--- config.mk ---
export PLATFORM = sky130hd
export DESIGN_NAME = centroid_crosshair
export DESIGN_NICKNAME = d
export VERILOG_FILES = /design/src/rtl/centroid_crosshair.sv
export SDC_FILE = /design/constraint.sdc
export NUM_CORES = 1
export LEC_CHECK = 0
export CORE_UTILIZATION = 55
export CTS_CLUSTER_SIZE = 28
export DETAILED_ROUTE_END_ITERATION = 7
export PLACE_DENSITY = 0.73
export REMOVE_ABC_BUFFERS = 1
export SLEW_MARGIN = 40
export SYNTH_ARGS = -nofsm -noshare
export SYNTH_HDL_FRONTEND = slang
export SYNTH_SLANG_ARGS = --single-unit
--- constraint.sdc ---
create_clock -name clk_in -period 3.3 [get_ports clk_in]
set_input_delay 0.33 -clock clk_in [delete_from_list [all_inputs] [get_ports clk_in]]
set_output_delay 0.33 -clock clk_in [all_outputs]
set_load 0.005 [all_outputs]
--- src/rtl/centroid_crosshair.sv ---
`default_nettype none
// ============================================================================
// Module : centroid_crosshair
// Mask centroid per frame (saturating accumulators + two serial dividers)
// and a registered crosshair select for the video mux.
// Rev    : 1.0
// ============================================================================
module centroid_crosshair #(
    parameter int H_BITS = 11,
    parameter int V_BITS = 10
) (
    input  logic              clk_in,
    input  logic              rst_n_in,
    input  logic [H_BITS-1:0] hcount_in,
    input  logic [V_BITS-1:0] vcount_in,
    input  logic              data_valid_in,
    input  logic              thresholded_pixel_in,
    input  logic              new_frame_in,
    output logic [H_BITS-1:0] x_out,
    output logic [V_BITS-1:0] y_out,
    output logic              valid_out,
    output logic              busy_out,
    output logic              crosshair_out
);

    typedef enum logic [1:0] {
        IDLE   = 2'd0,
        DIVIDE = 2'd1,
        DONE   = 2'd2
    } state_t;

    state_t      r_state;
    logic [31:0] r_sum_x;
    logic [31:0] r_sum_y;
    logic [20:0] r_count;
    logic [20:0] r_div;
    logic [20:0] r_rem_x;
    logic [20:0] r_rem_y;
    logic [31:0] r_quo_x;
    logic [31:0] r_quo_y;
    logic [4:0]  r_step;

    logic        w_pix;
    logic [32:0] w_sx_add;
    logic [32:0] w_sy_add;
    logic [31:0] w_sx_next;
    logic [31:0] w_sy_next;
    logic [20:0] w_cnt_next;
    logic [52:0] w_step_x;
    logic [52:0] w_step_y;

    // One restoring step: returns {remainder, quotient shifted left with new bit}.
    // The quotient register starts out holding the dividend and drains MSB-first.
    function automatic logic [52:0] div_step(input logic [20:0] rem,
                                             input logic [31:0] quo,
                                             input logic [20:0] div);
        logic [21:0] trial;
        logic [21:0] diff;
        trial = {rem, quo[31]};
        diff  = trial - {1'b0, div};
        if (diff[21])
            return {trial[20:0], quo[30:0], 1'b0};
        else
            return {diff[20:0], quo[30:0], 1'b1};
    endfunction

    assign w_pix      = data_valid_in & thresholded_pixel_in;
    assign w_sx_add   = {1'b0, r_sum_x} + 33'(hcount_in);
    assign w_sy_add   = {1'b0, r_sum_y} + 33'(vcount_in);
    assign w_sx_next  = w_sx_add[32] ? '1 : w_sx_add[31:0];
    assign w_sy_next  = w_sy_add[32] ? '1 : w_sy_add[31:0];
    assign w_cnt_next = (r_count == '1) ? r_count : r_count + 21'd1;
    assign w_step_x   = div_step(r_rem_x, r_quo_x, r_div);
    assign w_step_y   = div_step(r_rem_y, r_quo_y, r_div);
    assign busy_out   = (r_state == DIVIDE);

    always_ff @(posedge clk_in or negedge rst_n_in) begin
        if (!rst_n_in) begin
            r_state       <= IDLE;
            r_sum_x       <= '0;
            r_sum_y       <= '0;
            r_count       <= '0;
            r_div         <= '0;
            r_rem_x       <= '0;
            r_rem_y       <= '0;
            r_quo_x       <= '0;
            r_quo_y       <= '0;
            r_step        <= '0;
            x_out         <= '0;
            y_out         <= '0;
            valid_out     <= 1'b0;
            crosshair_out <= 1'b0;
        end else begin
            valid_out     <= 1'b0;
            crosshair_out <= data_valid_in & ((hcount_in == x_out) | (vcount_in == y_out));

            // A pixel arriving with the frame pulse belongs to the next frame.
            if (new_frame_in) begin
                r_sum_x <= w_pix ? 32'(hcount_in) : '0;
                r_sum_y <= w_pix ? 32'(vcount_in) : '0;
                r_count <= w_pix ? 21'd1 : '0;
            end else if (w_pix) begin
                r_sum_x <= w_sx_next;
                r_sum_y <= w_sy_next;
                r_count <= w_cnt_next;
            end

            case (r_state)
                IDLE: begin
                    if (new_frame_in) begin
                        r_div   <= r_count;
                        r_quo_x <= r_sum_x;
                        r_quo_y <= r_sum_y;
                        r_rem_x <= '0;
                        r_rem_y <= '0;
                        r_step  <= '0;
                        r_state <= (r_count == '0) ? IDLE : DIVIDE;
                    end
                end
                DIVIDE: begin
                    {r_rem_x, r_quo_x} <= w_step_x;
                    {r_rem_y, r_quo_y} <= w_step_y;
                    r_step             <= r_step + 5'd1;
                    if (r_step == 5'd31)
                        r_state <= DONE;
                end
                DONE: begin
                    x_out     <= r_quo_x[H_BITS-1:0];
                    y_out     <= r_quo_y[V_BITS-1:0];
                    valid_out <= 1'b1;
                    r_state   <= IDLE;
                end
                default: r_state <= IDLE;
            endcase
        end
    end

endmodule
`default_nettype wire

; Word-level counts from Yosys, hierarchy flattened
; Cells that the tools add are included.
[op_classes]
n_bitwise = 3
eq_ne = 9
n_addsub = 6
mux = 28
n_reduce_logical = 8
[ops]
columns = op, count
row1 = 2-to-1 mux 32 bit, 8
row2 = one-hot mux 32 bit (2 select lines), 2
row3 = 2-to-1 mux 53 bit, 2
row4 = 2-to-1 mux 21 bit, 4
row5 = one-hot mux 21 bit (2 select lines), 2
row6 = subtractor 22 x 21 -> 22 bit, 2
row7 = adder 32 x 10 -> 33 bit, 1
row8 = adder 32 x 11 -> 33 bit, 1
row9 = adder 21 x 1 -> 21 bit (second input constant), 1
row10 = equality test 21 bit (second input constant), 1
row11 = zero test 21 bit, 1
row12 = equality test 11 bit, 1
row13 = 2-to-1 mux 11 bit, 1
row14 = equality test 10 bit, 1
row15 = 2-to-1 mux 10 bit, 1
row16 = one-hot mux 5 bit (2 select lines), 1
row17 = AND reduction 2 bit, 4
row18 = adder 5 x 1 -> 5 bit (second input constant), 1
row19 = equality test 5 bit (second input constant), 1
row20 = 2-to-1 mux 5 bit, 1
row21 = 2-to-1 mux 2 bit, 2
row22 = != test 2 bit (second input constant), 2
row23 = one-hot mux 2 bit (2 select lines), 1
row24 = nonzero test 2 bit, 2
row25 = other kinds (7), 10
[word_totals]
output_inout_bits = 24
reg_bits = 242
word_cells = 68
in_bits = 26

; Depth between registers and ports, before layout
[logic_depth]
depth_word = 4
mapped_depth = 13
mapped_depth_nobuf = 12

; Least setup slack after synthesis
; OpenSTA, ideal clock, no wires.
[synth_timing]
path_type = reg-to-reg
from = reg r_div[1]
to = reg r_rem_x[3]
required_ns = 3.174
path_stages_with_launch = 13
path_buffers = 1
setup_slack_ns = 0.477
setup_time_ns = 0.126
arrival_ns = 2.697
period_less_slack_ns = 2.823
cell_sequence = dfrtp_1 -> inv_1 -> ha_1 -> nor2b_1 -> o31a_1 -> o311a_1 -> a21o_1 -> a21oi_2 -> o21ai_2 -> xor2_2 -> buf_6 -> nor2_2 -> a221o_1
[synth_between]
elab_chain_len = 3
[synth_rtl]
columns = element, line_no
row1 = start: declaration, 36  ; logic [20:0] r_div;
row2 = start signal: assignment, 111  ; r_div <= r_count;
row3 = subtractor 22 x 21 -> 22 bit, 60  ; diff = trial - {1'b0, div};
row4 = 2-to-1 mux 53 bit, 61  ; if (diff[21])
row5 = one-hot mux 21 bit (2 select lines), 108  ; case (r_state)
row6 = end signal: assignment, 121  ; {r_rem_x, r_quo_x} <= w_step_x;
row7 = end: declaration, 37  ; logic [20:0] r_rem_x;
; No other way between the ends.
; A chain may end at the register's enable or synchronous reset.

; Final worst setup path
[layout_timing]
from = reg r_div[1]
to = reg r_rem_x[4]
; Same word-level chain as after synthesis.

==> results by group <==
Placed design
  • I/O Buffers: 49
  • HPWL after DPL: 22500 um
  • Routability cong.: approximately 0.84
  • Setup slack at placement: 0.0177 ns
  • Placed cell area: 15200 um2

Power and ir drop
  • Overall power consumption: around 14 mW
  • VDD IR-drop max: 0.615 mV
  • Pwr dens: 873 nW/um2
  • LEAKAGE: 6.94 nW

Clock network
  • Clock Pin Slew Worst Setup and Hold Paths: 0.06 ns
  • Clock Latency Late Sink: 0.55 ns
  • Postcts setup bufs: 0
  • Clock buffer count from CTS: 28
  • H-tree depth: 1
  • CTS Sinks: 242
  • Hold buffer count at CTS: 1
  • CTS max path bufs: 3
  • CTS tree: built
  • Resize count post-CTS: 0
  • Root Driver: clkbuf_16

Synthesis
  • Synth cell types: 76
  • Post-synthesis register bit count: 242
  • Syn Inst Count: around 1.6k
  • Main synth FF type: dfrtp_1
  • EDFF count, synth: 0
  • Syn_area_per_cell: 8.82 um2
  • Synth Warn #: 0
  • Sequential-to-total area share from yosys stat: between 40% and 50%
  • Synth async-reset ratio: 100%
  • Post-Syn Area: approximately 14000 um2

Critical path
  • Worst Path Buf+Inv: 2
  • Critical path origin: r_div[1]
  • WS Path Type: reg -> reg
  • Terminus of the critical flop-to-flop path: r_rem_x[4]
  • Crit. End Element: register
  • Critical path depth in cells: 12
  • Crit path to: r_rem_x[4]
  • CP arrival: 3.52 ns
  • Flop2flop setup slack: around 0.19 ns
  • Critical Path Fanout Max: 19
  • Startpoint Class: register
  • CP peak stage delay: 0.38 ns
  • Slowest CP cell: dfrtp_1
  • FF-to-FF Start: r_div[1]
  • CP cell instances: inv_1 -> ha_1 -> nor2b_1 -> o31a_1 -> o311a_1 -> a21o_1 -> a21oi_2 -> o21ai_2 -> xor2_2 -> buf_12 -> nor2_2 -> a221o_1
  • Delay-heaviest family, CP: compound AO/OA/AOI/OAI gates
  • Cells on worst reg2reg path: 12
  • CP required: roughly 3.7 ns

Global route
  • GRT Total Usage: a little over a quarter
  • Grt ovf: 0
  • Global-route wire length before repair: about 57000 um
  • Largest net degree at the start of global routing: 200
  • Initial antenna violation count: 0
  • Vias in the first global route: 11.6k

Hold path
  • Hold Path Class: in -> reg
  • Hold depth: 2

Timing
  • Worst Max-Slew Pin Slew: approximately 0.82 ns
  • RSZ-0062 raised after global routing: false
  • Period utilisation layout: between 90% and 100%
  • Final Setup Violations: 0
  • Final hold violations: 0
  • Max Fclk: 322 MHz
  • Final worst path period need: 3.11 ns
  • Clk_skew: 0.0201 ns
  • Worst Slack Setup Final: 0.192 ns
  • Max-slew violation count: 0
  • Rel. slew slack: between 40% and 50%

Routing
  • DRC viols: 0
  • Routed len/inst: 16.8 um
  • Final WL: 33500 um
  • DR iter-0 viols: 879
  • Vias per inst: 5.95
  • Post-route ant nets: 0
  • Vias: 11.9k
  • Router iterations before antenna repair: 8

Run
  • Max Cap Violations: 0

Layout
  • Multi-input logic area: 7700 um2
  • Area occupied by registers: 6060 um2
  • Share of cells above drive strength 1: 7.69%
  • Layout net count: 1741
  • Design Area, Final: 16100 um2
  • Ant diodes: 0
  • Fill count: 2128
  • Area grow syn2layout: 13.1%
  • Post-layout util: between 60 and 70%

Die
  • Starting Density: between 50 and 60%
  • Total core area: 25300 um2
  • I/O pin total: 50
  • Die area: 26600 um2
  • Site Rows: 58
  • DIE WIDTH: 163 um
  • Die Y: 163 um

Outcome
  • Status: finished, final reports clean
## sequential cells by signal, indices dropped and copies added, names as in the netlist, 5 cells and up
name and count:
r_count 21, r_sum_x 32, r_step 5, r_rem_x 21
r_quo_x 32, r_div 21, r_quo_y 32, r_rem_y 21
r_sum_y 32, x_out 11, y_out 10
## per-stage QoR
step / instances / hold slack, ns / TNS (ns)
final: 1994 / 0.0658 / 0
after global routing: 1994 / 0.0634 / 0
after CTS: 1994 / 0.0440 / 0
after detailed placement: 1943 / 0.394 / 0
after global placement: 1943 / 0.396 / 0
after floorplan: 1528 / 0.0344 / -145.41
## cell usage in the layout, fill, tap and decap left out, drive strengths merged, types with 4 or more instances in the layout
master         count
nor3              21
xnor2             32
nand3             89
and4              10
inv               43
mux2              22
nand2b             8
xor2              55
nor4              13
a21oi             87
and2              10
dfrtp            242
clkdlybuf4s50     47
o31ai              7
nor2b              5
nor2             167
fa                 4
o21bai            13
and3              21
buf               38
o31a               6
or3                7
a211oi            15
a31oi             71
a21o              25
ha                67
a41oi              4
nand2            237
clkinv             5
nand4             16
o21ai            120
nand3b             4
clkbuf            42
mux2i             50
o21a              12
a221o              4
## worst register-to-register path: stages, from the launching register on
cell and delay [ns]:
dfrtp_1 0.38, inv_1 0.13, ha_1 0.24, nor2b_1 0.14, o31a_1 0.28, o311a_1 0.38
a21o_1 0.20, a21oi_2 0.23, o21ai_2 0.11, xor2_2 0.26, buf_12 0.22, nor2_2 0.09
a221o_1 0.33
## report_power, final
group	total (mW)	switching [mW]	internal, mW
Sequential	4.32	0.561	3.76
Clock	3.12	1.23	1.89
Combinational	6.64	3.70	2.94
Total	14.1	5.49	8.59
## Yosys cell counts, drive strengths merged, types with 12 or more instances
cell type / number / area, um2
and3: 21 / 131
o21ai: 120 / 608
mux2: 22 / 248
nor2: 167 / 632
buf: 21 / 103
xor2: 55 / 489
a21o: 25 / 188
nand4: 16 / 100
nor4: 13 / 81.3
a21oi: 87 / 458
nor3: 21 / 105
dfrtp: 242 / 6060
a211oi: 15 / 113
mux2i: 50 / 500
ha: 67 / 838
nand2: 237 / 892
o21a: 12 / 90.1
xnor2: 32 / 280
clkbuf: 67 / 251
a31oi: 71 / 444
o21bai: 13 / 97.6
nand3: 89 / 445
inv: 43 / 161
## routing by layer
layer  vias to the layer above  wire, um  global-route usage, %
li1                       5786         -                      -
met1                      5753     15600                   35.2
met2                       261     15800                   43.9
met3                        59      1260                   3.21
met4                         0       874                   7.35
met5                         -         0                      0
## cells by family after synthesis
kind of cell             count (synthesis)  synth area share, %
buffers and inverters                  131                 3.62
flip-flops                             242                 42.5
AO/OA/AOI/OAI                          395                 17.3
adder cells (fa/ha/maj)                 71                 6.44
XOR/XNOR                                87                 5.40
multiplexers                            72                 5.25
AND/OR/NAND/NOR                        618                 19.5
## worst min-delay path by stage
stage | from | to
4_1_cts | new_frame_in | r_count[1]
3_3_place_gp | rst_n_in | r_rem_x[2]
3_5_place_dp | rst_n_in | r_rem_x[2]
5_1_grt | new_frame_in | r_count[1]
6_report | new_frame_in | r_count[1]
2_1_floorplan | rst_n_in | crosshair_out
## cell type report
class | count | area share (%)
clock buffer | 42 | 5.17
clock inverter | 8 | 0.644
inverter | 43 | 1.00
multi-input combinational | 1243 | 47.8
sequential | 242 | 37.6
tap | 330 | 2.56
timing repair buffer | 86 | 5.26
(Power assumes the default switching activity.)
